==> src/rtl/cache_arb_pkg.sv <==
// Shared types and helpers for the cache memory-port arbiter.
package cache_arb_pkg;

  typedef enum logic {
    PORT0 = 1'b0,
    PORT1 = 1'b1
  } port_id_t;

  typedef enum logic {
    ARB_OPEN   = 1'b0,
    ARB_LOCKED = 1'b1
  } lock_state_t;

  localparam int unsigned PERF_CNT_W = 32;

  typedef struct packed {
    logic [PERF_CNT_W-1:0] p0_grants;
    logic [PERF_CNT_W-1:0] p1_grants;
    logic [PERF_CNT_W-1:0] stall_cycles;
  } perf_cnt_t;

  function automatic logic [PERF_CNT_W-1:0] sat_inc(input logic [PERF_CNT_W-1:0] v);
    return (&v) ? v : v + 1'b1;
  endfunction

  function automatic port_id_t other_port(input port_id_t p);
    return (p == PORT0) ? PORT1 : PORT0;
  endfunction

endpackage

==> src/rtl/arb_id_fifo.sv <==
// In-order FIFO of issuing port IDs for granted, not yet answered transactions.
module arb_id_fifo
  import cache_arb_pkg::*;
#(
  parameter int unsigned DEPTH = 2
) (
  input  logic     clk,
  input  logic     rst_n,
  input  logic     push,
  input  logic     pop,
  input  port_id_t din,
  output logic     full,
  output logic     empty,
  output port_id_t head
);

  localparam int unsigned PTR_W = (DEPTH > 1) ? $clog2(DEPTH) : 1;
  localparam int unsigned CNT_W = $clog2(DEPTH + 1);

  logic [DEPTH-1:0] mem_q;
  logic [PTR_W-1:0] wr_ptr_q, rd_ptr_q;
  logic [CNT_W-1:0] cnt_q;

  function automatic logic [PTR_W-1:0] next_ptr(input logic [PTR_W-1:0] p);
    return (p == PTR_W'(DEPTH - 1)) ? '0 : p + 1'b1;
  endfunction

  assign full  = (cnt_q == CNT_W'(DEPTH));
  assign empty = (cnt_q == '0);
  assign head  = port_id_t'(mem_q[rd_ptr_q]);

  always_ff @(posedge clk or negedge rst_n) begin
    if (!rst_n) begin
      mem_q    <= '0;
      wr_ptr_q <= '0;
      rd_ptr_q <= '0;
      cnt_q    <= '0;
    end else begin
      if (push) begin
        mem_q[wr_ptr_q] <= din;
        wr_ptr_q        <= next_ptr(wr_ptr_q);
      end
      if (pop) begin
        rd_ptr_q <= next_ptr(rd_ptr_q);
      end
      case ({push, pop})
        2'b10:   cnt_q <= cnt_q + 1'b1;
        2'b01:   cnt_q <= cnt_q - 1'b1;
        default: cnt_q <= cnt_q;
      endcase
    end
  end

endmodule

==> src/rtl/cache_mem_arbiter.sv <==
// Two-requester round-robin arbiter with request locking and in-order response routing.
// Optional performance counters: define CACHE_ARB_PERF_CNT_EN.
module cache_mem_arbiter
  import cache_arb_pkg::*;
#(
  parameter int unsigned ADDR_WIDTH      = 32,
  parameter int unsigned DATA_WIDTH      = 32,
  parameter int unsigned MAX_OUTSTANDING = 2
) (
  input  logic                    clk,
  input  logic                    rst_n,
  input  logic                    p0_req_i,
  output logic                    p0_gnt_o,
  output logic                    p0_rvalid_o,
  input  logic [ADDR_WIDTH-1:0]   p0_addr_i,
  input  logic                    p0_we_i,
  input  logic [DATA_WIDTH/8-1:0] p0_be_i,
  input  logic [DATA_WIDTH-1:0]   p0_wdata_i,
  output logic [DATA_WIDTH-1:0]   p0_rdata_o,
  output logic                    p0_error_o,
  input  logic                    p1_req_i,
  output logic                    p1_gnt_o,
  output logic                    p1_rvalid_o,
  input  logic [ADDR_WIDTH-1:0]   p1_addr_i,
  input  logic                    p1_we_i,
  input  logic [DATA_WIDTH/8-1:0] p1_be_i,
  input  logic [DATA_WIDTH-1:0]   p1_wdata_i,
  output logic [DATA_WIDTH-1:0]   p1_rdata_o,
  output logic                    p1_error_o,
  output logic                    mem_req_o,
  input  logic                    mem_gnt_i,
  input  logic                    mem_rvalid_i,
  output logic [ADDR_WIDTH-1:0]   mem_addr_o,
  output logic                    mem_we_o,
  output logic [DATA_WIDTH/8-1:0] mem_be_o,
  output logic [DATA_WIDTH-1:0]   mem_wdata_o,
  input  logic [DATA_WIDTH-1:0]   mem_rdata_i,
  input  logic                    mem_error_i,
  output logic                    unexpected_rvalid_o
`ifdef CACHE_ARB_PERF_CNT_EN
  ,
  output logic [PERF_CNT_W-1:0]   perf_p0_grants_o,
  output logic [PERF_CNT_W-1:0]   perf_p1_grants_o,
  output logic [PERF_CNT_W-1:0]   perf_stall_cycles_o
`endif
);

  lock_state_t state_q, state_d;
  port_id_t    lock_port_q, rr_pref_q, sel_port, fifo_head;
  logic        sel_req, xfer, fifo_full, fifo_empty, unexpected_q;

  // State register: lock state, locked port, round-robin preference.
  always_ff @(posedge clk or negedge rst_n) begin
    if (!rst_n) begin
      state_q     <= ARB_OPEN;
      lock_port_q <= PORT0;
      rr_pref_q   <= PORT0;
    end else begin
      state_q <= state_d;
      if (state_q == ARB_OPEN && state_d == ARB_LOCKED) begin
        lock_port_q <= sel_port;
      end
      if (xfer) begin
        rr_pref_q <= other_port(sel_port);
      end
    end
  end

  // Next state: an ungranted request pins the selection until its grant.
  always_comb begin
    state_d = state_q;
    if (xfer) begin
      state_d = ARB_OPEN;
    end else if (mem_req_o) begin
      state_d = ARB_LOCKED;
    end
  end

  // Output logic: port selection and memory-side mux.
  always_comb begin
    sel_port    = PORT0;
    sel_req     = 1'b0;
    mem_addr_o  = '0;
    mem_we_o    = 1'b0;
    mem_be_o    = '0;
    mem_wdata_o = '0;
    if (state_q == ARB_LOCKED) begin
      sel_port = lock_port_q;
      sel_req  = (lock_port_q == PORT0) ? p0_req_i : p1_req_i;
    end else if (p0_req_i && p1_req_i) begin
      sel_port = rr_pref_q;
      sel_req  = 1'b1;
    end else if (p1_req_i) begin
      sel_port = PORT1;
      sel_req  = 1'b1;
    end else begin
      sel_req  = p0_req_i;
    end
    // Outputs read as idle while reset is held, even with requests pending.
    sel_req = sel_req & rst_n;
    if (sel_req) begin
      if (sel_port == PORT0) begin
        mem_addr_o  = p0_addr_i;
        mem_we_o    = p0_we_i;
        mem_be_o    = p0_be_i;
        mem_wdata_o = p0_wdata_i;
      end else begin
        mem_addr_o  = p1_addr_i;
        mem_we_o    = p1_we_i;
        mem_be_o    = p1_be_i;
        mem_wdata_o = p1_wdata_i;
      end
    end
  end

  assign mem_req_o = sel_req & ~fifo_full;
  assign xfer      = mem_req_o & mem_gnt_i;
  assign p0_gnt_o  = xfer & (sel_port == PORT0);
  assign p1_gnt_o  = xfer & (sel_port == PORT1);

  arb_id_fifo #(
    .DEPTH (MAX_OUTSTANDING)
  ) u_id_fifo (
    .clk   (clk),
    .rst_n (rst_n),
    .push  (xfer),
    .pop   (mem_rvalid_i & ~fifo_empty),
    .din   (sel_port),
    .full  (fifo_full),
    .empty (fifo_empty),
    .head  (fifo_head)
  );

  assign p0_rvalid_o = mem_rvalid_i & ~fifo_empty & (fifo_head == PORT0);
  assign p1_rvalid_o = mem_rvalid_i & ~fifo_empty & (fifo_head == PORT1);
  assign p0_rdata_o  = (~fifo_empty && fifo_head == PORT0) ? mem_rdata_i : '0;
  assign p1_rdata_o  = (~fifo_empty && fifo_head == PORT1) ? mem_rdata_i : '0;
  assign p0_error_o  = ~fifo_empty & (fifo_head == PORT0) & mem_error_i;
  assign p1_error_o  = ~fifo_empty & (fifo_head == PORT1) & mem_error_i;

  always_ff @(posedge clk or negedge rst_n) begin
    if (!rst_n) begin
      unexpected_q <= 1'b0;
    end else if (mem_rvalid_i && fifo_empty) begin
      unexpected_q <= 1'b1;
    end
  end

  assign unexpected_rvalid_o = unexpected_q;

`ifdef CACHE_ARB_PERF_CNT_EN
  perf_cnt_t perf_q;

  always_ff @(posedge clk or negedge rst_n) begin
    if (!rst_n) begin
      perf_q <= '0;
    end else begin
      if (p0_gnt_o) perf_q.p0_grants <= sat_inc(perf_q.p0_grants);
      if (p1_gnt_o) perf_q.p1_grants <= sat_inc(perf_q.p1_grants);
      if ((p0_req_i || p1_req_i) && !xfer) begin
        perf_q.stall_cycles <= sat_inc(perf_q.stall_cycles);
      end
    end
  end

  assign perf_p0_grants_o    = perf_q.p0_grants;
  assign perf_p1_grants_o    = perf_q.p1_grants;
  assign perf_stall_cycles_o = perf_q.stall_cycles;
`endif

endmodule

==> config.mk <==
export PLATFORM = sky130hd
export DESIGN_NAME = cache_mem_arbiter
export DESIGN_NICKNAME = d
export VERILOG_FILES = /design/src/rtl/cache_arb_pkg.sv /design/src/rtl/arb_id_fifo.sv /design/src/rtl/cache_mem_arbiter.sv
export SDC_FILE = /design/constraint.sdc
export NUM_CORES = 1
export LEC_CHECK = 0
export BUFFER_PORTS_ARGS = -buffer_cell sky130_fd_sc_hd__buf_2
export CAP_MARGIN = 10
export CORE_AREA = 5 5 120 122
export DETAILED_ROUTE_END_ITERATION = 12
export DIE_AREA = 0 0 125 127
export GPL_ROUTABILITY_DRIVEN = 0
export GPL_TIMING_DRIVEN = 1
export PLACE_DENSITY_LB_ADDON = 0.1
export SETUP_SLACK_MARGIN = 0.05
export SLEW_MARGIN = 20
export SYNTH_ARGS = -nofsm -noshare
export SYNTH_HDL_FRONTEND = slang
export SYNTH_SLANG_ARGS = --single-unit
==> constraint.sdc <==
create_clock -name clk -period 2.9 [get_ports clk]
set_clock_uncertainty 0.1 [all_clocks]
set_input_delay 0.145 -clock clk [delete_from_list [all_inputs] [get_ports clk]]
set_output_delay 0.145 -clock clk [all_outputs]
set_load 0.05 [all_outputs]
==> results of run 1 <==
==> worst paths after layout <==
kind	start	endpoint	slack, ns	cells after the start
worst max-delay path	state_q	mem_addr_o[5]	0.53	6
worst min-delay path	mem_rvalid_i	unexpected_rvalid_o	0.08	2
worst max register to register	u_id_fifo.cnt_q[0]	u_id_fifo.cnt_q[1]	0.94	7
worst min register to register	unexpected_rvalid_o	unexpected_rvalid_o	0.35	1
max in group asynchronous	rst_n	u_id_fifo.cnt_q[0]	2.24	2
min in group asynchronous	rst_n	u_id_fifo.mem_q[0]	0.23	2
==> registers in the layout (all words and copies together) (netlist names) <==
signal / cells
u_id_fifo.cnt_q: 2
u_id_fifo.rd_ptr_q: 1
u_id_fifo.mem_q: 2
lock_port_q: 1
rr_pref_q: 1
state_q: 1
unexpected_rvalid_o: 1
u_id_fifo.wr_ptr_q: 1
==> stage by stage <==
step	setup slack [ns]	util (%)	power [mW]	area (um2)
after floorplan	0.516	-	3.56	1960
after global placement	0.798	28.4	4.54	3710
after detailed placement	0.759	28.4	4.53	3710
after CTS	0.498	29.1	4.82	3810
after global routing	0.324	29.2	5.08	3820
final	0.527	29.2	4.77	3820
==> power breakdown <==
part	switching [mW]	internal [mW]
clock network	0.0698	0.208
logic	3.21	1.02
registers	0.0531	0.202
==> cells by family after synthesis <==
logic type,synth area share (%)
multiplexers,2.81
AO/OA/AOI/OAI,20.5
buffers and inverters,7.35
flip-flops,12.8
XOR/XNOR,2.24
AND/OR/NAND/NOR,53.7
adder cells (fa/ha/maj),0.639
==> layout by cell type (no fill, tap or decap) <==
| cell type | count |
|---|---|
| xnor2_1 | 2 |
| nor2b_1 | 2 |
| a21oi_1 | 69 |
| ha_1 | 1 |
| nor3_1 | 4 |
| o221ai_4 | 1 |
| o22a_2 | 1 |
| nand2_1 | 140 |
| nand2b_4 | 1 |
| buf_2 | 317 |
| dfrtp_1 | 10 |
| and2_1 | 68 |
| nor4_1 | 1 |
| diode_2 | 1 |
| clkbuf_8 | 1 |
| o21ai_4 | 1 |
| buf_4 | 4 |
| inv_1 | 1 |
| o21a_2 | 1 |
| and2b_1 | 1 |
| clkbuf_16 | 3 |
| and2b_2 | 1 |
| mux2_2 | 4 |
| a21o_1 | 1 |
| nor2_1 | 5 |
| buf_12 | 2 |
| mux2i_1 | 1 |
| nand2b_1 | 2 |
| dlygate4sd3_1 | 1 |
| xor2_1 | 3 |
| a21boi_1 | 1 |
==> per-layer routing <==
metal | track usage [%] | vias up
met5 | 0 | -
met4 | 2.23 | 0
met3 | 3.42 | 10
met2 | 26.1 | 197
met1 | 14.0 | 1520
li1 | - | 1716
==> area by class of cell <==
type	count	share of cell area, %
timing repair buffer	324	43.7
multi-input combinational	311	41.5
sequential	10	6.56
tap	176	5.77
clock buffer	4	2.33
inverter	1	0.0984
antenna	1	0.0656
==> what timing repair did <==
action | CTS | global route
endpoints found under the hold margin | 10 | 0
setup buffers | 0 | 0
gates resized for setup | 0 | 0
hold buffers | 1 | 0
==> run_results.csv, run 1 <==
group,metric,value,unit
global_routing,grt_antenna_before_repair,1,
logic_synthesis,synth_cells,351,
global_routing,grt_pass1_wl,17.4,mm
power,powerDensity,1250,nW/um2
worst_setup_path,slowest_delay,0.43,ns
worst_setup_path,crit_buf_inv,2,
placed_design,place_inst,821,
placed_design,place_hpwl,9.73,mm
sta,drv_slew,0,
drt,drc,0,
clock_tree,root_buffer,"clkbuf_16",
sta,whs,0.0814,ns
logic_synthesis,synthFlopType,"dfrtp_1",
worst_setup_path,cp_top_family,"buffers and inverters",
die,dieWidth,125,um
sta,period_minus_slack,2.37,ns
die,die-area,15900,um2
final_layout,nets,829,
global_routing,grt_max_degree,77,
clock_tree,cts_tree,"done",
drt,routed_wl,11.6,mm
clock_tree,cts_sinks,10,
worst_setup_path,path_cells,"nand2b_1 -> o21ai_4 -> buf_4 -> nand2_1 -> a21oi_1 -> buf_2",
drt,num_vias,3443,
logic_synthesis,yosysWarnings,0,
power,peakVddDrop,0.000798,V
worst_setup_path,end_kind,"primary output",
final_layout,layoutNonFillerInstCount,827,
logic_synthesis,netlist_top_cells_count,"nand2_1 (140), a21oi_1 (69), and2_1 (68), buf_2 (22), dfrtp_1 (10)",
final_layout,n_fill_cell,1488,
logic_synthesis,syn-num-nets,529,
clock_tree,h-tree-depth,1,
drt,wl_per_cell,14.0,um
placed_design,portBuffers,317,
drt,drt-initial-drc-count,87,
die,rows,42,
logic_synthesis,post-synth-top-count-cell,"nand2_1",
logic_synthesis,synth-seq-area-share,12.8,%
sta,grt_setup_unrepaired,"no",
job,cap_violations,0,
worst_setup_path,worst-setup-path-type,"reg -> out",
worst_setup_path,crit_path_start_kind,"flip-flop",
logic_synthesis,ys_seq_elements,10,
drt,wl_met1,4.29,mm
logic_synthesis,yosysTopAreaCellShare,26.8,%
die,die_h,127,um
drt,wl_met2,6.09,mm
die,ios,318,
global_routing,track_usage,13.1,%
sta,fin_setup_tns,0,ns
logic_synthesis,synth_cell_type_count,27,
clock_tree,clk_path_buf_depth,2,
final_layout,area.sequential,250,um2
logic_synthesis,synth_edf_count,0,
worst_setup_path,arrival,2.13,ns
logic_synthesis,syn_area,1960,um2
sta,tightest_slew,0.800,ns
logic_synthesis,netlist_top_cells_area,"nand2_1 (27%), and2_1 (22%), a21oi_1 (18%)",
final_layout,drive_gt1_share,51.8,%
worst_setup_path,worst_ep_required_time,2.65,ns
drt,wl_met3,1.03,mm
clock_tree,clk_latency,0.24,ns
global_routing,grt_pass1_vias,3503,
final_layout,multi_input_area,1580,um2
logic_synthesis,synth-async-reset-ratio,100,%
clock_tree,cts.clk_slew.worst_paths,0.04,ns
sta,setup_viol,0,
sta,maxSlewHeadroom,46.7,%
drt,vias_per_cell,4.16,
worst_setup_path,slowest_stage,"o21ai_4",
hold_path,min_path_type,"in -> reg",
sta,maxClockFrequency,421,MHz
die,start_util,15.0,%
sta,period_share,81.8,%
logic_synthesis,yosysTopAreaCell,"nand2_1",
logic_synthesis,postSynthAreaPerCell,5.58,um2
status,status,"finished clean",
final_layout,syn2layout_area_growth,94.9,%
sta,finalHoldViolations,0,
clock_tree,cts-buffers-inserted,3,
drt,ant_nets,0,
drt,drt_first_pass_iters,4,
die,coreArea,13100,um2
worst_setup_path,critPathMaxFanout,20,
power,leakage,2.30,nW
drt,topRoutingLayerUsed,"met4",
global_routing,overflow,0,
(Power assumes the default switching activity.)
==> run 2: changes to the inputs <==
--- a/config.mk
+++ b/config.mk
@@ -5,6 +5,7 @@
 export SDC_FILE = /design/constraint.sdc
 export NUM_CORES = 1
 export LEC_CHECK = 0
+export ABC_AREA = 1
 export BUFFER_PORTS_ARGS = -buffer_cell sky130_fd_sc_hd__buf_2
 export CAP_MARGIN = 10
 export CORE_AREA = 5 5 120 122
==> constraint.sdc (replaced) <==
create_clock -name clk -period 2.5 [get_ports clk]
set_clock_uncertainty 0.1 [all_clocks]
set_input_delay 0.125 -clock clk [delete_from_list [all_inputs] [get_ports clk]]
set_output_delay 0.125 -clock clk [all_outputs]
set_load 0.05 [all_outputs]
==> run 2 against run 1 <==
  * Global-route usage increased by 0.26 points
  * Cell count increased by 6.3%
  * Non-clock buffer count rose by 1
  * Hold slack improved by 0.025 ns
  * Register-to-register slack lost 0.26 ns
  * Utilization down 0.14 points
  * Critical endpoint is now mem_wdata_o[16]
  * Largest cell class unchanged
==> run_results.csv, run 2 <==
group,metric,value,unit
logic_synthesis,synth-seq-area-share,12.9,%
job,cap_violations,0,
clock_tree,root_buffer,"clkbuf_16",
sta,setup_viol,0,
die,coreArea,13100,um2
drt,vias_per_cell,3.99,
logic_synthesis,yosysTopAreaCell,"nor2_1",
clock_tree,cts-buffers-inserted,3,
logic_synthesis,synth_edf_count,0,
clock_tree,cts_tree,"done",
clock_tree,ctsHoldBuffers,1,
drt,ant_nets,0,
clock_tree,cts.clk_slew.worst_paths,0.04,ns
drt,num_vias,3511,
logic_synthesis,yosysTopAreaCellShare,40.7,%
placed_design,portBuffers,317,
hold_path,worstHoldPathCells,3,
final_layout,nets,880,
power,powerDensity,1350,nW/um2
logic_synthesis,synth_cells,400,
global_routing,grt_max_degree,71,
clock_tree,cts_resized,0,
sta,maxSlewHeadroom,77.3,%
drt,drt-initial-drc-count,200,
sta,fin_setup_tns,0,ns
die,ios,318,
sta,drv_slew,0,
drt,routed_wl,11.8,mm
logic_synthesis,netlist_top_cells_count,"nor2_1 (210), o21ai_0 (58), inv_1 (45), buf_2 (20), o21ai_1 (14)",
final_layout,mostFrequentLayoutCells,"buf_2 (317), nor2_1 (210), o21ai_0 (58)",
global_routing,overflow,0,
logic_synthesis,synthFlopType,"dfrtp_1",
power,leakage,2.52,nW
drt,wl_per_cell,13.4,um
final_layout,area.sequential,250,um2
worst_setup_path,worst_ep_required_time,2.28,ns
worst_setup_path,end_kind,"primary output",
logic_synthesis,synth_cell_type_count,21,
sta,tightest_slew,0.340,ns
worst_setup_path,crit_path_start_kind,"flip-flop",
final_layout,top_regs,"u_id_fifo.cnt_q (2), u_id_fifo.mem_q (2)",
final_layout,syn2layout_area_growth,96.2,%
logic_synthesis,yosysWarnings,0,
final_layout,drive_gt1_share,47.6,%
sta,period_minus_slack,2.21,ns
logic_synthesis,synth_mux_area_share,0,%
die,die-area,15900,um2
sta,grt_setup_unrepaired,"no",
die,die_h,127,um
logic_synthesis,syn_area,1940,um2
drt,drc,0,
sta,period_share,88.4,%
worst_setup_path,arrival,1.98,ns
clock_tree,clk_latency,0.24,ns
logic_synthesis,synth-async-reset-ratio,100,%
die,rows,42,
sta,setup_slack,0.291,ns
final_layout,final_common_cell,"buf_2",
sta,maxClockFrequency,453,MHz
logic_synthesis,synth_compound_area_share,20.6,%
status,status,"finished clean",
logic_synthesis,netlist_top_cells_area,"nor2_1 (41%), o21ai_0 (15%), dfrtp_1 (13%)",
global_routing,grt_antenna_before_repair,2,
logic_synthesis,post-synth-top-count-cell,"nor2_1",
worst_setup_path,critPathMaxFanout,28,
final_layout,multi_input_area,1360,um2
logic_synthesis,postSynthAreaPerCell,4.84,um2
clock_tree,clk_path_buf_depth,2,
hold_path,min_path_type,"in -> reg",
global_routing,grt_pass1_vias,3326,
placed_design,place_ws,0.523,ns
clock_tree,cts_sinks,10,
logic_synthesis,synth-xor-area-share,1.81,%
clock_tree,post_cts_buffers,0,
logic_synthesis,synth-adder-area-share,0.646,%
die,dieWidth,125,um
final_layout,n_fill_cell,1528,
sta,finalHoldViolations,0,
global_routing,grt_pass1_wl,17.7,mm
worst_setup_path,ff2ff_path_depth,8,
drt,drt_first_pass_iters,5,
placed_design,place_hpwl,9.77,mm
global_routing,track_usage,13.4,%
die,start_util,14.8,%
worst_setup_path,worst-setup-path-type,"reg -> out",
clock_tree,h-tree-depth,1,
power,peakVddDrop,0.000823,V
logic_synthesis,synth_top_family_by_area,"simple AND/OR/NAND/NOR gates",
logic_synthesis,ys_seq_elements,10,
logic_synthesis,syn-num-nets,578,
logic_synthesis,yosys.area_share.simple,47.3,%
-- run 2: cell count changes in the layout (fill, tap and decap cells not counted), moves of 14 or more --
| cell | change |
|---|---|
| nor2_1 | +205 |
| nand2_1 | -127 |
| and2_1 | -68 |
| a21oi_1 | -66 |
| o21ai_0 | +58 |
| inv_1 | +44 |
| o21ai_1 | +14 |
-- run 2: cell families after synthesis --
kind of cell | after synthesis
simple gates | 234
compound gates | 77
buf+inv | 74
flops | 10
xor+xnor | 4
fa+ha+maj | 1
-- run 2: cell type report --
class	instances	share of cell area (%)
Timing Repair Buffer	325	44.7
Multi-Input combinational cell	316	35.8
Sequential cell	10	6.59
Tap cell	176	5.80
Inverter	46	4.55
Clock buffer	4	2.34
Antenna cell	2	0.132
-- run 2: layer usage --
layer	vias up	wire [um]	global-route usage (%)
li1	1823	-	-
met5	-	0	0
met2	167	6280	25.6
met3	16	849	2.42
met4	0	223	4.21
met1	1505	4400	15.0
-- run 2: final timing paths --
kind                                startpoint                  end  slack, ns
min in group asynchronous                rst_n   u_id_fifo.wr_ptr_q       0.18
min reg2reg                unexpected_rvalid_o  unexpected_rvalid_o       0.37
max                                    state_q      mem_wdata_o[16]       0.29
min                               mem_rvalid_i  unexpected_rvalid_o       0.11
max reg2reg                        lock_port_q   u_id_fifo.cnt_q[1]       0.68
max in group asynchronous                rst_n            rr_pref_q       1.78
-- run 2: power by group --
| part | switching [mW] | internal [mW] | leakage, nW |
|---|---|---|---|
| logic | 3.57 | 0.952 | 2.36 |
| registers | 0.0505 | 0.231 | 0.116 |
| clock network | 0.0776 | 0.241 | 0.0442 |
| total | 3.70 | 1.42 | 2.52 |
-- run 2: worst max-delay path, cell delays in order (launching register included) --
cell and delay [ns]:
dfrtp_1 0.35, inv_1 0.08, nand3_1 0.10, nand2_2 0.17, inv_2 0.32, buf_12 0.22, nor2_1 0.05, nor2_1 0.15
buf_2 0.29
-- run 2: metrics by stage --
step                cells  total power, mW  hold WS (ns)  utilization [%]  area [um2]
floorplan             400             3.78        -0.271                -        1940
detailed placement    872             4.85        -0.124             28.2        3690
global placement      872             4.85        -0.125             28.2        3690
finish                879             5.13         0.106             29.0        3800
global route          879             5.47         0.143             29.0        3800
CTS                   877             5.19         0.109             29.0        3790
==> run 3: changes to the inputs <==
--- a/config.mk
+++ b/config.mk
@@ -14,6 +14,7 @@
 export GPL_ROUTABILITY_DRIVEN = 0
 export GPL_TIMING_DRIVEN = 1
 export PLACE_DENSITY_LB_ADDON = 0.1
+export REMOVE_ABC_BUFFERS = 1
 export SETUP_SLACK_MARGIN = 0.05
 export SLEW_MARGIN = 20
 export SYNTH_ARGS = -nofsm -noshare
==> run 3 against run 2 <==
  * Register-to-register slack barely moved
  * Hold slack improved by 0.0020 ns
  * Critical path depth fell by 1
  * Global-route usage rose by 0.89 points
  * Critical endpoint unchanged
  * Largest cell class unchanged
  * Fmax fell by 1.6%
  * Combinational power barely moved
  * First-iteration DRC count rose by 8.0%
  * Die area did not move
  * Sequential power barely moved
  * Largest power group unchanged
  * Non-clock buffer count rose by 1
  * Count of clock-buffer cells in the layout did not move
  * Via count fell by 0.57%
==> run_results.csv, run 3 (synthesis results as in run 2) <==
group,metric,value,unit
status,status,"finished clean",
final_layout,utilization,28.9,%
final_layout,diodes,0,
sta,maxSlewHeadroom,75.1,%
worst_setup_path,crit_path_start_kind,"flip-flop",
drt,wl_per_cell,14.1,um
final_layout,drive_gt1_share,47.7,%
die,start_util,14.8,%
power,peakVddDrop,0.000451,V
final_layout,n_fill_cell,1551,
global_routing,track_usage,14.3,%
clock_tree,clk_path_buf_depth,2,
drt,drt_first_pass_iters,4,
final_layout,final_common_cell,"buf_2",
power,swShare,72.8,%
drt,ant_nets,0,
placed_design,place_hpwl,10.3,mm
sta,maxClockFrequency,445,MHz
power,leakage,2.52,nW
sta,fin_setup_tns,0,ns
drt,routed_wl,12.3,mm
drt,vias_per_cell,3.98,
sta,period_minus_slack,2.25,ns
clock_tree,cts_tree,"done",
sta,drv_slew,0,
worst_setup_path,ff2ff_path_depth,8,
clock_tree,cts_sinks,10,
drt,drc,0,
clock_tree,clk_latency,0.23,ns
sta,period_share,89.8,%
power,comb_power_share,88.3,%
power,power_switching,3.73,mW
die,coreArea,13100,um2
sta,grt_setup_unrepaired,"no",
die,die-area,15900,um2
global_routing,grt_pass1_vias,3422,
worst_setup_path,r2r_setup_slack,0.68,ns
power,power,5.12,mW
clock_tree,root_buffer,"clkbuf_16",
clock_tree,h-tree-depth,1,
sta,tightest_slew,0.374,ns
final_layout,syn2layout_area_growth,95.3,%
clock_tree,cts.clk_slew.worst_paths,0.04,ns
sta,finalHoldViolations,0,
die,ios,318,
drt,num_vias,3491,
worst_setup_path,worst_ep_required_time,2.28,ns
global_routing,overflow,0,
job,cap_violations,0,
clock_tree,post_cts_buffers,0,
hold_path,min_path_type,"in -> reg",
die,rows,42,
worst_setup_path,critPathMaxFanout,52,
global_routing,grt_max_degree,71,
power,powerDensity,1350,nW/um2
clock_tree,cts-buffers-inserted,3,
die,dieWidth,125,um
power,p_int,1.39,mW
placed_design,portBuffers,317,
hold_path,worstHoldPathCells,3,
worst_setup_path,worst-setup-path-type,"reg -> out",
final_layout,multi_input_area,1360,um2
die,die_h,127,um
final_layout,nets,881,
drt,drt-initial-drc-count,216,
global_routing,grt_antenna_before_repair,1,
worst_setup_path,arrival,2.02,ns
final_layout,area.sequential,250,um2
worst_setup_path,end_kind,"primary output",
power,seq_power_share,5.5,%
final_layout,mostFrequentLayoutCells,"buf_2 (316), nor2_1 (210), o21ai_0 (58)",
global_routing,grt_pass1_wl,18.8,mm
sta,setup_viol,0,
final_layout,top_regs,"u_id_fifo.cnt_q (2), u_id_fifo.mem_q (2)",
power,power.share.clock,6.2,%
[run 3: cell count changes in the layout (fill, tap and decap cells not counted), sizes merged]
cell / change
diode: -2
buf: +1
[run 3: power groups by stage]
stage / Sequential, mW / Combinational (mW) / Clock [mW]
global route: 0.291 / 4.83 / 0.330
CTS: 0.282 / 4.57 / 0.321
floorplan: 0.272 / 3.33 / 0
finish: 0.283 / 4.52 / 0.317
global placement: 0.281 / 4.55 / 0
detailed placement: 0.283 / 4.56 / 0
[run 3: worst paths after layout]
path | from | endpoint
setup / recovery | lock_port_q | mem_wdata_o[16]
hold / removal | mem_rvalid_i | unexpected_rvalid_o
setup reg to reg | lock_port_q | u_id_fifo.cnt_q[1]
hold reg to reg | unexpected_rvalid_o | unexpected_rvalid_o
max in group asynchronous | rst_n | u_id_fifo.mem_q[1]
min in group asynchronous | rst_n | u_id_fifo.wr_ptr_q
[run 3: timing repair]
item / CTS / global route
endpoints found under the setup margin: 0 / 1
gates resized for setup: 0 / 1
hold buffers: 1 / 0
endpoints found under the hold margin: 10 / 0
[run 3: critical path, stage by stage, from the launching register on]
cell,delay (ns)
dfrtp_1,0.39
nand2_1,0.12
nand2_2,0.09
a21oi_4,0.16
buf_6,0.30
o21ai_0,0.16
nor2_1,0.24
buf_2,0.32
[run 3: routing by layer]
metal	global-route usage, %	vias up	wire length [um]
li1	-	1821	-
met1	16.3	1540	4810
met2	28.4	118	6690
met3	2.55	10	738
met4	1.66	2	95
met5	0	-	7
[run 3: layout make-up]
class | instances | share of cell area, %
Tap cell | 176 | 5.82
Inverter | 46 | 4.57
Sequential cell | 10 | 6.62
Multi-Input combinational cell | 316 | 36.0
Clock buffer | 4 | 2.35
Timing Repair Buffer | 326 | 44.6
[run 3: metrics by stage]
step | cells | area, um2 | hold slack [ns] | setup slack, ns
6_report | 878 | 3780 | 0.108 | 0.255
5_1_grt | 878 | 3780 | 0.163 | 0.152
4_1_cts | 878 | 3780 | 0.117 | 0.177
3_5_place_dp | 873 | 3680 | -0.00758 | 0.431
3_3_place_gp | 873 | 3680 | -0.0121 | 0.435
2_1_floorplan | 372 | 1780 | -0.271 | -0.310
